==> config.mk <==
export PLATFORM = sky130hd
export DESIGN_NAME = bcd_seq_converter
export DESIGN_NICKNAME = d
export VERILOG_FILES = /design/src/rtl/bcd_seq_converter.sv
export SDC_FILE = /design/constraint.sdc
export NUM_CORES = 1
export LEC_CHECK = 0
export CORE_MARGIN = 4
export CORE_UTILIZATION = 40
export CTS_CLUSTER_SIZE = 25
export DETAILED_ROUTE_END_ITERATION = 10
export GPL_ROUTABILITY_DRIVEN = 0
export PLACE_DENSITY_LB_ADDON = 0.08
export SETUP_SLACK_MARGIN = 0.02
export SYNTH_ARGS = -nofsm -noshare
export SYNTH_HDL_FRONTEND = slang
export SYNTH_SLANG_ARGS = --single-unit
==> constraint.sdc <==
create_clock -name clk -period 1.4 [get_ports clk]
set_input_delay 0.14 -clock clk [delete_from_list [all_inputs] [get_ports clk]]
set_output_delay 0.14 -clock clk [all_outputs]
set_load 0.02 [all_outputs]
==> src/rtl/bcd_seq_converter.sv <==
//------------------------------------------------------------------------------
// Module   : bcd_seq_converter
// Brief    : Sequential binary-to-BCD converter (shift-and-add-3), one bit/clk,
//            valid/ready on both sides, one conversion in flight.
// Revision : 1.0 - initial release
//------------------------------------------------------------------------------
`default_nettype none

module bcd_seq_converter #(
   parameter int WIDTH  = 8,
   parameter int DIGITS = 3
) (
   input  logic                  clk,
   input  logic                  rst_n,
   input  logic                  in_valid,
   output logic                  in_ready,
   input  logic [WIDTH-1:0]      in_data,
   output logic                  out_valid,
   input  logic                  out_ready,
   output logic [4*DIGITS-1:0]   bcd,
   output logic                  busy
);

   localparam int CNT_W = $clog2(WIDTH) + 1;
   localparam int ACC_W = 4 * DIGITS;

   typedef enum logic [1:0] {
      ST_IDLE  = 2'd0,
      ST_SHIFT = 2'd1,
      ST_DONE  = 2'd2
   } state_t;

   state_t             r_state;
   state_t             w_state_next;
   logic [WIDTH-1:0]   r_shreg;
   logic [ACC_W-1:0]   r_acc;
   logic [ACC_W-1:0]   r_bcd;
   logic [CNT_W-1:0]   r_cnt;
   logic [ACC_W-1:0]   w_adj;
   logic [ACC_W-1:0]   w_acc_next;
   logic               w_accept;
   logic               w_last;

   // Each digit is corrected independently; a corrected digit never exceeds 12,
   // so no carry can cross into its neighbour.
   for (genvar g = 0; g < DIGITS; g++) begin : g_digit
      assign w_adj[4*g +: 4] = (r_acc[4*g +: 4] >= 4'd5) ? (r_acc[4*g +: 4] + 4'd3)
                                                          : r_acc[4*g +: 4];
   end

   assign w_acc_next = (w_adj << 1) | ACC_W'(r_shreg[WIDTH-1]);
   assign w_last     = (r_cnt == CNT_W'(WIDTH - 1));
   assign w_accept   = (r_state == ST_IDLE) && in_valid;
   assign bcd        = r_bcd;

   always_ff @(posedge clk or negedge rst_n) begin
      if (!rst_n) begin
         r_state <= ST_IDLE;
      end else begin
         r_state <= w_state_next;
      end
   end

   always_comb begin
      w_state_next = r_state;
      in_ready     = 1'b0;
      out_valid    = 1'b0;
      busy         = 1'b0;
      case (r_state)
         ST_IDLE: begin
            in_ready = 1'b1;
            if (in_valid) begin
               w_state_next = ST_SHIFT;
            end
         end
         ST_SHIFT: begin
            busy = 1'b1;
            if (w_last) begin
               w_state_next = ST_DONE;
            end
         end
         ST_DONE: begin
            out_valid = 1'b1;
            if (out_ready) begin
               w_state_next = ST_IDLE;
            end
         end
         default: begin
            w_state_next = ST_IDLE;
         end
      endcase
   end

   // bcd is written only on the final shift so partial sums never show.
   always_ff @(posedge clk or negedge rst_n) begin
      if (!rst_n) begin
         r_shreg <= '0;
         r_acc   <= '0;
         r_cnt   <= '0;
         r_bcd   <= '0;
      end else if (w_accept) begin
         r_shreg <= in_data;
         r_acc   <= '0;
         r_cnt   <= '0;
      end else if (r_state == ST_SHIFT) begin
         r_acc   <= w_acc_next;
         r_shreg <= r_shreg << 1;
         r_cnt   <= r_cnt + CNT_W'(1);
         if (w_last) begin
            r_bcd <= w_acc_next;
         end
      end
   end

endmodule

`default_nettype wire

# Word level (Yosys, flattened, before mapping)
# Index checks and enable logic that the tools add are counted.
[totals]
out_inout_bits = 15
elab_cells = 41
input_bits = 12
register_bits = 38
[op_classes]
add_sub_neg = 4
magnitude_cmp = 3
n_eq_ne = 6
n_bitwise = 2
n_reduce_logical = 5
n_mux = 16
[op_table]
columns = ["operator", "n"]
rows = [
  ["$mux 12", 2],
  ["$mux 4", 4],
  ["$mux 8", 2],
  ["$ge 4x3->1 const B", 3],
  ["$or 12x1->12", 1],
  ["$add 4x2->4 const B", 2],
  ["$mux 2", 3],
  ["$ne 2x2->1 const B", 3],
  ["$pmux 2 s3", 1],
  ["$reduce_and 3->1", 2],
  ["$add 4x1->4 const B", 1],
  ["$eq 4x3->1 const B", 1],
  ["$add 3x2->3 const B", 1],
  ["$mux 1", 3],
  ["$mux 3", 1],
  ["$eq 2x1->1 const B", 1],
  ["$eq 2x2->1 const B", 1],
  ["$logic_not 2->1", 1],
  ["$reduce_bool 2->1", 1],
  ["$logic_and 1x1->1", 1],
  ["$not 1->1", 1],
]

# Logic depth before layout (Yosys ltp)
# Gate-level depths: netlist of the first run.
[depth]
depth_word = 5
ltp_mapped = 6
mapped_depth_nobuf = 6

# Least setup slack after synthesis of the first run
# OpenSTA, ideal clock, no wires.
[synth_path]
path_kind = "register to register"
start = "reg r_acc[4]"
end = "reg r_acc[6]"
arrival_time_ps = 1420
setup_ps = 83
required_ps = 1317
synth_period_minus_slack_ps = 1502
path_slack_ps = -102
path_buffers = 0
path_stages_with_launch = 6
path_cell_list = "dfrtp_1 > ha_1 > nand2b_1 > a21oi_1 > mux2_2 > o21ai_0"
[synth_via]
elab_chain_len = 5
elab_cells_between_ends = 6
classes_between = "1 x add/sub; 1 x order compare; 3 x mux; 1 x bitwise"
[synth_lines]
columns = ["element", "line_no", "source"]
rows = [
  ["from (decl)", "36", "logic [ACC_W-1:0] r_acc;"],
  ["from (signal assigned)", "106", "r_acc <= w_acc_next;"],
  ["$add 4x2->4 / $ge 4x3->1 (equally long branches)", "47", "assign w_adj[4*g +: 4] = (r_acc[4*g +: 4] >= 4'd5) ? (r_acc[4*g +: 4] + 4'd3)"],
  ["$mux 4 *", "47", ""],
  ["$or 12x1->12 *", "51", "assign w_acc_next = (w_adj << 1) | ACC_W'(r_shreg[WIDTH-1]);"],
  ["$mux 12 *", "105", "end else if (r_state == ST_SHIFT) begin"],
  ["$mux 12 *", "101", "end else if (w_accept) begin"],
]
# Mark *: on every way between the ends. The rest lies on a longest branch, timed or not. The select of a mux whose other input is x is not followed.
# A chain may end at the register's enable or synchronous reset.

# Worst setup path after layout of the first run
[layout_path]
start = "reg r_acc[9]"
end = "reg r_bcd[9] (netlist: bcd[9])"
[layout_via]
elab_chain_len = 3
[layout_lines]
columns = ["element", "line_no", "source"]
rows = [
  ["$ge 4x3->1", "47", ""],
  ["$mux 3", "47", ""],
  ["$or 12x1->12", "51", ""],
  ["to (signal assigned)", "110", "r_bcd <= w_acc_next;"],
  ["to (decl)", "37", "logic [ACC_W-1:0] r_bcd;"],
]
# No other way between the ends.

==> results.json, run 1 <==
{
  "endpoint_kind": "flop",
  "synth_top_area_cell": "dfrtp_1",
  "place_ws_ns": -0.110,
  "synth-edff-count": 0,
  "vias": 1534,
  "hold_class": "in -> async",
  "nFillCells": 358,
  "initial_core_util_pct": 41.5,
  "cts_buffers": 5,
  "cts_tree": "done",
  "slowest_stage": "dfrtp_1",
  "r2r_setup_slack_ns": -0.07,
  "yosys_warnings": 0,
  "worst-endpoint-arrival_ns": 1.65,
  "p_per_area_nw_per_um2": 2470,
  "synth.top_cell.area_share_pct": 52.3,
  "ir_drop_mv": 1.02,
  "max_freq_ghz": 0.679,
  "drive_gt1_share_pct": 42.9,
  "violations": "setup timing",
  "r2r_cells": 7,
  "syn_area_sq_um": 1820,
  "row_count": 24,
  "routed_wl_microns": 4680,
  "clock_skew_ns": 0.00892,
  "rsz0062_at_grt": "true",
  "ctsHtreeMaxLevel": 2,
  "drt_iter0_markers": 61,
  "status": "finished, violations left",
  "syn-num-nets": 193,
  "r2r-start": "r_acc[9]",
  "synth_common_cells": "dfrtp_1 (38), nand2_1 (21), o21ai_0 (19)",
  "setup_violations": 8,
  "synth.distinct_cells": 28,
  "ys_async_sr_fraction_pct": 100,
  "grt_pass1_vias": 1615,
  "viasPerCell": 5.16,
  "max_stage_delay_ns": 0.40,
  "r2r_end": "bcd[9]",
  "overflow": 0,
  "io_pins": 27,
  "slew_headroom_pct": 67.5,
  "path_clk_slew_ns": 0.07,
  "first_pass_iters": 4,
  "tightestPinTransition_ns": 0.487,
  "die_w_microns": 75.4,
  "hold_slack_ns": 0.425,
  "design.die.area_sq_um": 5690,
  "leakagePower_uw": 0.00131,
  "dp_hpwl_microns": 3070,
  "critical_path_required_ns": 1.57,
  "critPathMaxFanout": 3,
  "antenna_found_initial": 0,
  "grt_pass1_wl_microns": 7360,
  "clkLatencyLatePin_ns": 0.29,
  "slew_viol_final": 0,
  "drtAntennaViolNets": 0,
  "wire_per_inst_microns": 15.8,
  "grt_max_degree": 39,
  "synth_flop_cell": "dfrtp_1",
  "ys_seq_area_share_pct": 52.3,
  "critPathLaunchType": "flop",
  "ys_seq_elements": 38,
  "grt_use_total_pct": 17.1,
  "synth_most_common_cell": "dfrtp_1",
  "fp.dieH_microns": 75.4,
  "setup_ws_ns": -0.0732,
  "drv_cap": 0,
  "synthCells": 174,
  "path_cells": "inv_2 -> ha_4 -> nand2b_4 -> a21oi_4 -> buf_4 -> xnor2_2 -> mux2_4",
  "io_buffers": 26,
  "post-route-period-util_pct": 105,
  "syn_to_final_growth_pct": 56.2,
  "synth_area_per_cell_sq_um": 10.5,
  "nNetsFinal": 264,
  "critPathLaunch": "r_acc[9]",
  "clockBufferDepth": 2,
  "fin_crit_ns": 1.47,
  "cts_sinks": 38,
  "ctsRootBufferMaster": "clkbuf_8",
  "core_area_sq_um": 4380,
  "drc": 0,
  "crit_type": "reg -> reg",
  "yosys-top-cells-area": "dfrtp_1 (52%), o21ai_0 (5.2%), ha_1 (4.8%)",
  "hold_viol_final": 0,
  "antenna_cells": 0
}
worst max path at each step:
stage / end / slack (ns) / depth (start not counted)
2_1_floorplan: bcd[6] / 0.02 / 6
3_3_place_gp: bcd[5] / -0.04 / 4
3_5_place_dp: bcd[10] / -0.11 / 6
4_1_cts: bcd[10] / -0.08 / 6
5_1_grt: bcd[9] / -0.13 / 7
6_report: bcd[9] / -0.07 / 7
stage by stage:
step                      total power (uW)  TNS [ns]  util, %  area, sq um  std cells
after floorplan                       3980         0        -         1890        174
after global placement                5120    -0.184     54.6         2390        273
after detailed placement              5280    -0.699     54.6         2390        273
after CTS                             6550    -0.365     60.7         2660        288
after global routing                  7480    -0.904     64.8         2840        297
final                                 7020    -0.337     64.8         2840        297
kinds of logic (layout without fill, tap and decap cells):
logic type | count (synthesis) | in the layout | synth area share (%)
adder cells (fa/ha/maj) | 7 | 7 | 4.81
flip-flops | 38 | 38 | 52.3
buffers and inverters | 17 | 88 | 4.47
XOR/XNOR | 3 | 3 | 1.44
AO/OA/AOI/OAI | 53 | 53 | 18.2
multiplexers | 9 | 9 | 6.26
AND/OR/NAND/NOR | 47 | 47 | 12.6
worst max-delay path: cells and delay by family (launching register included):
kind / cells / cell delay [ns]
buffers and inverters: 2 / 0.26
muxes: 1 / 0.26
xor gates and xnor gates: 1 / 0.13
and+or+nand+nor: 1 / 0.12
AOI/OAI and AO/OA: 1 / 0.05
DFF: 1 / 0.40
adders and majority gates: 1 / 0.14
timing repair:
action | 4_1_cts | 5_1_grt
pin swaps | 12 | 17
resized for setup | 49 | 27
hold endpoints to repair | 38 | 0
buffers inserted | 7 | 8
cloned | 0 | 2
endpoints found under the setup margin | 32 | 28
hold buffers | 1 | 0
area by class of cell:
cell class	instances	area, sq um	share of cell area, %
inverter	10	37.5	1.32
clock buffer	6	82.6	2.91
multi-input combinational	119	1020	35.9
sequential	38	953	33.6
clock inverter	1	30.0	1.06
tap	52	65.1	2.29
timing repair buffer	71	652	22.9
placed cells by master, fill, tap and decap left out, drive strengths merged:
cell            n
a21o            2
a21oi          13
a22o            9
a22oi           7
a31oi           2
buf            46
bufinv          1
clkbuf          8
clkdlybuf4s50  10
dfrtp          38
dlygate4sd2    12
dlygate4sd3     1
ha              7
inv            10
mux2            7
mux2i           2
nand2          21
nand2b          5
nand3           1
nor2           12
nor2b           1
nor3            2
nor3b           3
o21ai          19
o21bai          1
or3b            2
xnor2           3
registers in the layout, indices dropped and copies added (netlist names):
name / count
r_state: 2
r_cnt: 4
r_shreg: 8
r_acc: 12
bcd: 12
metal layers:
metal	up-vias	GRT usage (%)	part of all wire [%]
li1	748	-	-
met1	746	19.8	44
met2	32	29.9	50
met3	8	3.69	3.4
met4	0	7.96	2.1
met5	-	0	0
where the power goes:
group | switching [uW] | internal, uW | total [uW]
Combinational | 1810 | 2200 | 4010
Sequential | 462 | 1610 | 2070
Clock | 375 | 570 | 945
Total | 2640 | 4380 | 7020
(Power assumes the default switching activity.)
==> run 2, diff against run 1 <==
--- a/config.mk
+++ b/config.mk
@@ -12,2 +12,3 @@
 export GPL_ROUTABILITY_DRIVEN = 0
+export GPL_TIMING_DRIVEN = 1
 export PLACE_DENSITY_LB_ADDON = 0.08
--- a/constraint.sdc
+++ b/constraint.sdc
@@ -3,2 +3,2 @@
 set_output_delay 0.14 -clock clk [all_outputs]
-set_load 0.02 [all_outputs]
+set_load 0.005 [all_outputs]
==> run 2 against run 1 <==
The flow still finishes with violations (setup timing); sequential share of layout area increased by 0.96 points; setup slack improved by 0.040 ns; clock skew decreased by 0.0017 ns; sequential power about the same; non-clock buffer count decreased by 8.
==> results.json, run 2 (same netlist as run 1, synthesis figures left out) <==
{
  "grt_use_met3_pct": 5.41,
  "slew_viol_final": 0,
  "final_cell_mix": "dfrtp_1 (36), buf_4 (27), nand2_1 (20), clkdlybuf4s50_1 (20)",
  "ctsRootBufferMaster": "clkbuf_8",
  "grt_pass1_vias": 1586,
  "nNetsFinal": 256,
  "path_clk_slew_ns": 0.07,
  "hold_slack_ns": 0.332,
  "crit_type": "reg -> reg",
  "fin_crit_ns": 1.43,
  "tightestPinTransition_ns": 0.495,
  "design.die.area_sq_um": 5690,
  "antenna_cells": 0,
  "fin_area_sq_um": 2760,
  "ir_drop_mv": 0.861,
  "worst-endpoint-arrival_ns": 1.62,
  "dp.cells": 271,
  "routed_wl_microns": 4650,
  "syn_to_final_growth_pct": 51.9,
  "grtUsageMet1_pct": 20.1,
  "drtAntennaViolNets": 0,
  "setup_tns_ns": -0.199,
  "met2_usage_pct": 32.5,
  "critPathLaunchType": "flop",
  "fp.dieH_microns": 75.4,
  "hold_class": "in -> async",
  "wire_per_inst_microns": 16.0,
  "rsz0062_at_grt": "true",
  "grt_use_total_pct": 18.2,
  "clkLatencyLatePin_ns": 0.30,
  "vias": 1535,
  "core_area_sq_um": 4380,
  "initial_core_util_pct": 41.5,
  "fin_cells": 290,
  "clock_skew_ns": 0.00725,
  "cts_sinks": 38,
  "row_count": 24,
  "critPathMaxFanout": 7,
  "status": "finished, violations left",
  "post-route-period-util_pct": 102,
  "drive_gt1_share_pct": 39.5,
  "critical_path_required_ns": 1.58,
  "ctsHtreeMaxLevel": 2,
  "grt_max_degree": 21,
  "clockBufferDepth": 2,
  "antenna_found_initial": 0,
  "viasPerCell": 5.29,
  "first_pass_iters": 4,
  "leakagePower_uw": 0.00124,
  "power.total_uw": 6530,
  "max_freq_ghz": 0.698,
  "grt_pass1_wl_microns": 7600,
  "drt_iter0_markers": 45,
  "endpoint_kind": "flop",
  "postPlaceCellArea_sq_um": 2400,
  "drv_cap": 0,
  "dp_hpwl_microns": 3160,
  "hold_viol_final": 0,
  "final_common_cell": "dfrtp_1",
  "violations": "setup timing",
  "cts_buffers": 5,
  "io_pins": 27,
  "overflow": 0,
  "setup_ws_ns": -0.0336,
  "setup_violations": 10,
  "io_buffers": 26,
  "p_per_area_nw_per_um2": 2360,
  "slew_headroom_pct": 67.0,
  "busiest_layer": "met2",
  "cts_tree": "done",
  "drc": 0,
  "die_w_microns": 75.4
}
-- run 2: cell count changes in the layout (fill, tap and decap cells not counted), sizes merged, moves of 2 or more --
| cell | change |
|---|---|
| dlygate4sd2 | -12 |
| buf | -8 |
| clkdlybuf4s50 | +10 |
| dlymetal6s2s | +2 |
-- run 2: area by class of cell --
type                    count  area, sq um
inverters                  10         37.5
well taps                  52         65.1
repair buffers             63          594
clock buffers               7         86.3
flip-flops and latches     38          953
clock inverters             1         5.00
fillers                   361         1620
multi-input cells         119         1020
-- run 2: what timing repair did --
action | 4_1_cts | 5_1_grt
resized for setup | 33 | 31
hold buffers | 1 | 0
setup endpoints to repair | 20 | 29
buffers inserted | 6 | 4
pin swaps | 9 | 13
hold endpoints to repair | 18 | 0
-- run 2: stage by stage --
stage	worst slack, ns	utilization [%]
2_1_floorplan	0.0215	-
3_3_place_gp	-0.0230	54.8
3_5_place_dp	-0.0901	54.8
4_1_cts	-0.0451	59.8
5_1_grt	-0.0968	63.0
6_report	-0.0336	63.0
-- run 2: final timing paths --
kind                       depth (start not counted)  slack (ns)        from          to
setup reg to reg                                   5       -0.03    r_cnt[1]      bcd[5]
hold reg to reg                                    2        0.49  r_shreg[6]  r_shreg[6]
max in group asynchronous                          3        0.58       rst_n  r_shreg[2]
min in group clk                                   3        0.43   out_ready  r_state[1]
hold / removal                                     2        0.33       rst_n     bcd[11]
setup / recovery                                   5       -0.03    r_cnt[1]      bcd[5]
-- run 2: metal layers --
layer	wire, microns	vias up
li1	-	732
met1	1840	756
met2	2460	40
met3	259	7
met4	78	0
met5	0	-
-- run 2: critical path: stages (launching register included) --
cell	delay, ns
dfrtp_1	0.40
ha_4	0.17
nand2_4	0.06
nor3_4	0.24
buf_12	0.17
mux2_4	0.29
-- run 2: report_power, final --
part	switching, uW	internal [uW]
sequential	467	1610
combinational	1550	2110
clock	389	397
==> run 3, diff against run 2 <==
CORE_ASPECT_RATIO = 1.5   (was unset)
CTS_CLUSTER_DIAMETER = 120   (was unset)
HOLD_SLACK_MARGIN = 0.08   (was unset)
==> run 3 against run 2 <==
The flow still finishes with violations (setup timing); worst hold slack improved by 0.0046 ns; final cell count shrank 0.34%; via count grew 1.7%; non-clock buffer count up 7; sequential share of layout area fell by 1.1 points; wire length down 0.28%; register-to-register slack worse by 0.04 ns; setup slack lost 0.039 ns; first-iteration DRC count up 4.4%; die area grew 0.39%.
==> results.json, run 3 (same netlist as run 1, synthesis figures left out) <==
{
  "status": "finished, violations left",
  "violations": "setup timing",
  "pwr-share-seq_pct": 30.4,
  "cts_tree": "done",
  "overflow": 0,
  "hold_viol_final": 0,
  "cp-endpoint": "r_acc[2]",
  "postPlaceCellArea_sq_um": 2370,
  "worst-endpoint-arrival_ns": 1.68,
  "post-route-period-util_pct": 105,
  "grt_use_total_pct": 17.0,
  "routed_wl_microns": 4630,
  "grt_pass1_vias": 1686,
  "fin_crit_ns": 1.47,
  "nFillCells": 354,
  "leakagePower_uw": 0.00128,
  "design.die.area_sq_um": 5710,
  "endpoint_kind": "flop",
  "drtAntennaViolNets": 0,
  "final_util_pct": 66.2,
  "tightestPinTransition_ns": 0.462,
  "antenna_found_initial": 0,
  "max_stage_delay_ns": 0.42,
  "final_common_cell": "dfrtp_1",
  "vias": 1561,
  "initial_core_util_pct": 42.1,
  "cts_buffers": 5,
  "p_int_uw": 4330,
  "dp.cells": 263,
  "r2r_cells": 5,
  "rsz0062_at_grt": "true",
  "drt_iter0_markers": 47,
  "clockBufferDepth": 2,
  "core_area_sq_um": 4320,
  "die_w_microns": 63.1,
  "setup_violations": 8,
  "critPathMaxFanout": 4,
  "seq_area_sq_um": 953,
  "drc": 0,
  "combinationalPowerShare_pct": 58.8,
  "critPathLaunch": "r_acc[0]",
  "slew_viol_final": 0,
  "slowest_stage": "dfrtp_1",
  "io_pins": 27,
  "path_delay_family": "flip-flops",
  "setup_ws_ns": -0.0726,
  "final_cell_mix": "dfrtp_1 (36), buf_4 (29), clkdlybuf4s50_1 (22)",
  "grt_max_degree": 22,
  "first_pass_iters": 4,
  "io_buffers": 26,
  "path_cells": "ha_2 -> nand2b_4 -> a21oi_4 -> mux2_4 -> o21ai_2",
  "antenna_cells": 0,
  "critPathBufInv": 0,
  "fin_area_sq_um": 2860,
  "swShare_pct": 36.2,
  "power.switching_uw": 2460,
  "dp_hpwl_microns": 3200,
  "fp.dieH_microns": 90.6,
  "max_freq_ghz": 0.679,
  "fin_cells": 289,
  "ir_drop_mv": 1.17,
  "grt_pass1_wl_microns": 7710,
  "critPathLaunchType": "flop",
  "viasPerCell": 5.40,
  "r2r-start": "r_acc[0]",
  "clock_skew_ns": 0.00623,
  "wire_per_inst_microns": 16.0,
  "critical_path_required_ns": 1.61,
  "p_per_area_nw_per_um2": 2380,
  "clkPwrFrac_pct": 10.9,
  "r2r_setup_slack_ns": -0.07,
  "row_count": 29,
  "setup_tns_ns": -0.271,
  "cts_sinks": 38,
  "r2r_end": "r_acc[2]",
  "worst-path-stages": 5,
  "ctsRootBufferMaster": "clkbuf_8",
  "hold_class": "in -> async",
  "multi_input_area_sq_um": 1060,
  "clkLatencyLatePin_ns": 0.28,
  "syn_to_final_growth_pct": 57.1,
  "drv_cap": 0,
  "nNetsFinal": 263,
  "drive_gt1_share_pct": 46.1,
  "crit_type": "reg -> reg",
  "ctsHtreeMaxLevel": 2,
  "path_clk_slew_ns": 0.07,
  "slew_headroom_pct": 69.2
}
## run 3: metal layers
layer  routed length (microns)  vias to the layer above  GRT usage, %
met3                       161                        8          3.99
met1                      1800                      769          18.5
met5                         0                        -             0
met2                      2590                       42          32.0
met4                        80                        0          4.97
li1                          -                      742             -
## run 3: layout make-up
| type | count | share of cell area [%] |
|---|---|---|
| clock buffers | 6 | 2.89 |
| inverters | 10 | 1.31 |
| multi-input cells | 119 | 37.1 |
| flip-flops and latches | 38 | 33.4 |
| well taps | 46 | 2.01 |
| repair buffers | 70 | 23.3 |
## run 3: per-stage QoR
step,total power (uW),setup WS (ns),hold slack [ns]
CTS,6270,-0.0766,0.354
detailed placement,5020,-0.0958,0.122
global placement,4870,-0.00577,0.115
floorplan,3760,0.0215,-0.156
global route,7290,-0.126,0.366
finish,6790,-0.0726,0.337
## run 3: power by group through the flow
stage | Sequential, uW | Clock [uW] | Combinational (uW)
floorplan | 1970 | 0 | 1790
global placement | 1990 | 0 | 2880
detailed placement | 2020 | 0 | 3000
CTS | 2010 | 763 | 3500
global route | 2150 | 826 | 4310
finish | 2060 | 737 | 3990
## run 3: what timing repair did
item | in CTS | in global routing
gates resized for setup | 34 | 40
setup endpoints to repair | 20 | 34
pin swaps | 9 | 10
buffers inserted | 11 | 7
hold buffers | 1 | 0
cloned | 0 | 1
endpoints found under the hold margin | 17 | 0
## run 3: worst min path at each step
| stage | start | to | slack, ns | cells after the start |
|---|---|---|---|---|
| after floorplan | rst_n | bcd[0] | -0.16 | 0 |
| after global placement | rst_n | r_acc[11] | 0.11 | 1 |
| after detailed placement | rst_n | r_acc[11] | 0.12 | 1 |
| after CTS | rst_n | r_acc[11] | 0.35 | 2 |
| after global routing | rst_n | r_cnt[1] | 0.37 | 2 |
| final | rst_n | r_acc[11] | 0.34 | 2 |
==> RTL edit (flow settings as in run 2) <==
The parameter `DIGITS` goes from 3 to 6.
--- a/src/rtl/bcd_seq_converter.sv
+++ b/src/rtl/bcd_seq_converter.sv
@@ -8,7 +8,7 @@
 
 module bcd_seq_converter #(
    parameter int WIDTH  = 8,
-   parameter int DIGITS = 3
+   parameter int DIGITS = 6
 ) (
    input  logic                  clk,
    input  logic                  rst_n,
Ports: changed (resized bcd); port bits go from 27 to 39. The function was not compared with the original's and may differ.
==> RTL edit against run 2 <==
The run still ends with setup timing left. Critical path depth up 1. Sequential cell count up 24. Synthesized area up 62%. Sequential power up 63%. Design area up 72%. Clock skew up 0.0020 ns. Setup slack worse by 0.069 ns. Die area up 55%. Power up 84%. First-iteration DRC count up 13%. Combinational power up 88%. Wire length up 59%. Critical path type unchanged. Critical endpoint is now r_acc[2]. Largest cell class unchanged. Highest routed layer unchanged.
==> RTL edit: results (changes against run 2) <==
nNonClkBuffers: 102  # was 63
cts_made_buffers: 9  # was 5
cts_max_level: 3  # was 2
place_inst: 445  # was 271
wl_met1_um: 3420  # was 1840 um
clkbuf_count: 13  # was 7
drive_gt1_share_pct: 51.6  # was 39.5%
clkCellAreaFrac_pct: 4.61  # was 3.31%
dr.pass1.iters: 5  # was 4
dpl_cell_area_sq_um: 3800  # was 2400 sq um
power.density_nw_per_um2: 2520  # was 2360 nW/um^2
nFillCells: 588  # was 361
wl_met3_um: 231  # was 259 um
inv_count: 16  # was 10
ir_worst_vdd_mv: 0.956  # was 0.861 mV
finalWorstSetupSlack_ns: -0.103  # was -0.0336 ns
syn_avg_cell_area_sq_um: 10.5  # about the same
whs_ns: 0.332  # about the same
use_met2_pct: 29.0  # was 32.5%
yosys_warnings: 0  # unchanged
grt_util_met1_pct: 24.8  # was 20.1%
cts_sinks: 62  # was 38
setup_viol: 33  # was 10
core_area_sq_um: 7210  # was 4380 sq um
syn_nets: 305  # was 193
portBuffers: 38  # was 26
grtUsageMet3_pct: 3.69  # was 5.41%
wirelength_um: 7380  # was 4650 um
finalNetCount: 406  # was 256
num_vias: 2443  # was 1535
regArea_sq_um: 1560  # was 953 sq um
p_leak_nw: 2.19  # was 1.24 nW
worstSkewPairLatency_ns: 0.34  # was 0.30 ns
setup_tns_ns: -1.63  # was -0.199 ns
grt_pass1_wl_um: 12400  # was 7600 um
status: "complete, but fails checks"  # unchanged
worstHoldPathType: "in2async"  # unchanged
multi_input_gates: 190  # was 119
grt_usage_pct: 18.3  # was 18.2%
buffer_area_share_pct: 21.7  # was 21.5%
ys_seq_area_share_pct: 52.7  # was 52.3%
post-place-ws_ns: -0.167  # was -0.0901 ns
critical_path_arrival_ns: 1.73  # was 1.62 ns
dr.first_iter.drc_count: 51  # was 45
critPathMaxFanout: 6  # was 7
dpl.hpwl_um: 4270  # was 3160 um
multiInputGateArea_sq_um: 1760  # was 1020 sq um
netlist_top_cells_count: "dfrtp_1, nand2_1, o21ai_0"  # unchanged
violations: "setup timing"  # unchanged
wl_met2_um: 3600  # was 2460 um
synth.area.top_cells: "dfrtp_1, ha_1, o21ai_0, nand2_1, mux2_2"  # was dfrtp_1, o21ai_0, ha_1, a22o_1, nand2_1
maxSlewHeadroom_pct: 77.6  # was 67.0%
grt_pass1_vias: 2527  # was 1586
wl_per_cell_um: 15.2  # was 16.0 um
finClkSkew_ns: 0.00928  # was 0.00725 ns
==> RTL edit: changes by cell type after synthesis, moves of 4 or more <==
cell     before  now
ha_1          7   13
nand2_1      21   35
nor2_1       12   16
xnor2_1       3    7
o21ai_0      19   30
inv_1        10   15
a21oi_1      13   17
nor3_1        1    6
a31oi_1       2    6
mux2_2        3   11
or3b_2        2    6
dfrtp_1      38   62
==> RTL edit: repair_timing <==
action,CTS,global route
gates cloned,4,0
setup buffers,12,12
pin swaps,25,22
endpoints found under the setup margin,48,71
gates resized for setup,102,69
hold endpoints to repair,62,0
hold buffers,1,0
==> RTL edit: path summary, 6_finish.rpt <==
| check | cells past startpoint | from | end |
|---|---|---|---|
| max reg2reg | 6 | r_state[0] | r_acc[2] |
| min in group clk | 3 | in_data[4] | r_shreg[4] |
| max in group asynchronous | 3 | rst_n | r_acc[0] |
| min | 3 | rst_n | bcd[20] |
| max | 6 | r_state[0] | r_acc[2] |
| min reg2reg | 2 | r_shreg[2] | r_shreg[2] |
==> RTL edit: cell families after synthesis <==
| family | count (synthesis) | synth area share (%) |
|---|---|---|
| buffers and inverters | 28 | 4.72 |
| muxes | 18 | 6.93 |
| and+or+nand+nor | 80 | 13.5 |
| DFF | 62 | 52.7 |
| xor gates and xnor gates | 7 | 2.08 |
| AOI/OAI and AO/OA | 72 | 14.5 |
| adders and majority gates | 13 | 5.53 |
==> RTL edit: critical path, cell delays in order, from the launching register on <==
cell,delay (ns)
dfrtp_2,0.44
buf_12,0.14
nor3b_4,0.24
nor2_4,0.08
buf_12,0.15
buf_16,0.15
a22o_1,0.19
==> RTL edit: power breakdown <==
group / internal, mW / switching (mW)
Clock: 1.01 / 0.696
Combinational: 3.92 / 2.97
Sequential: 2.63 / 0.773
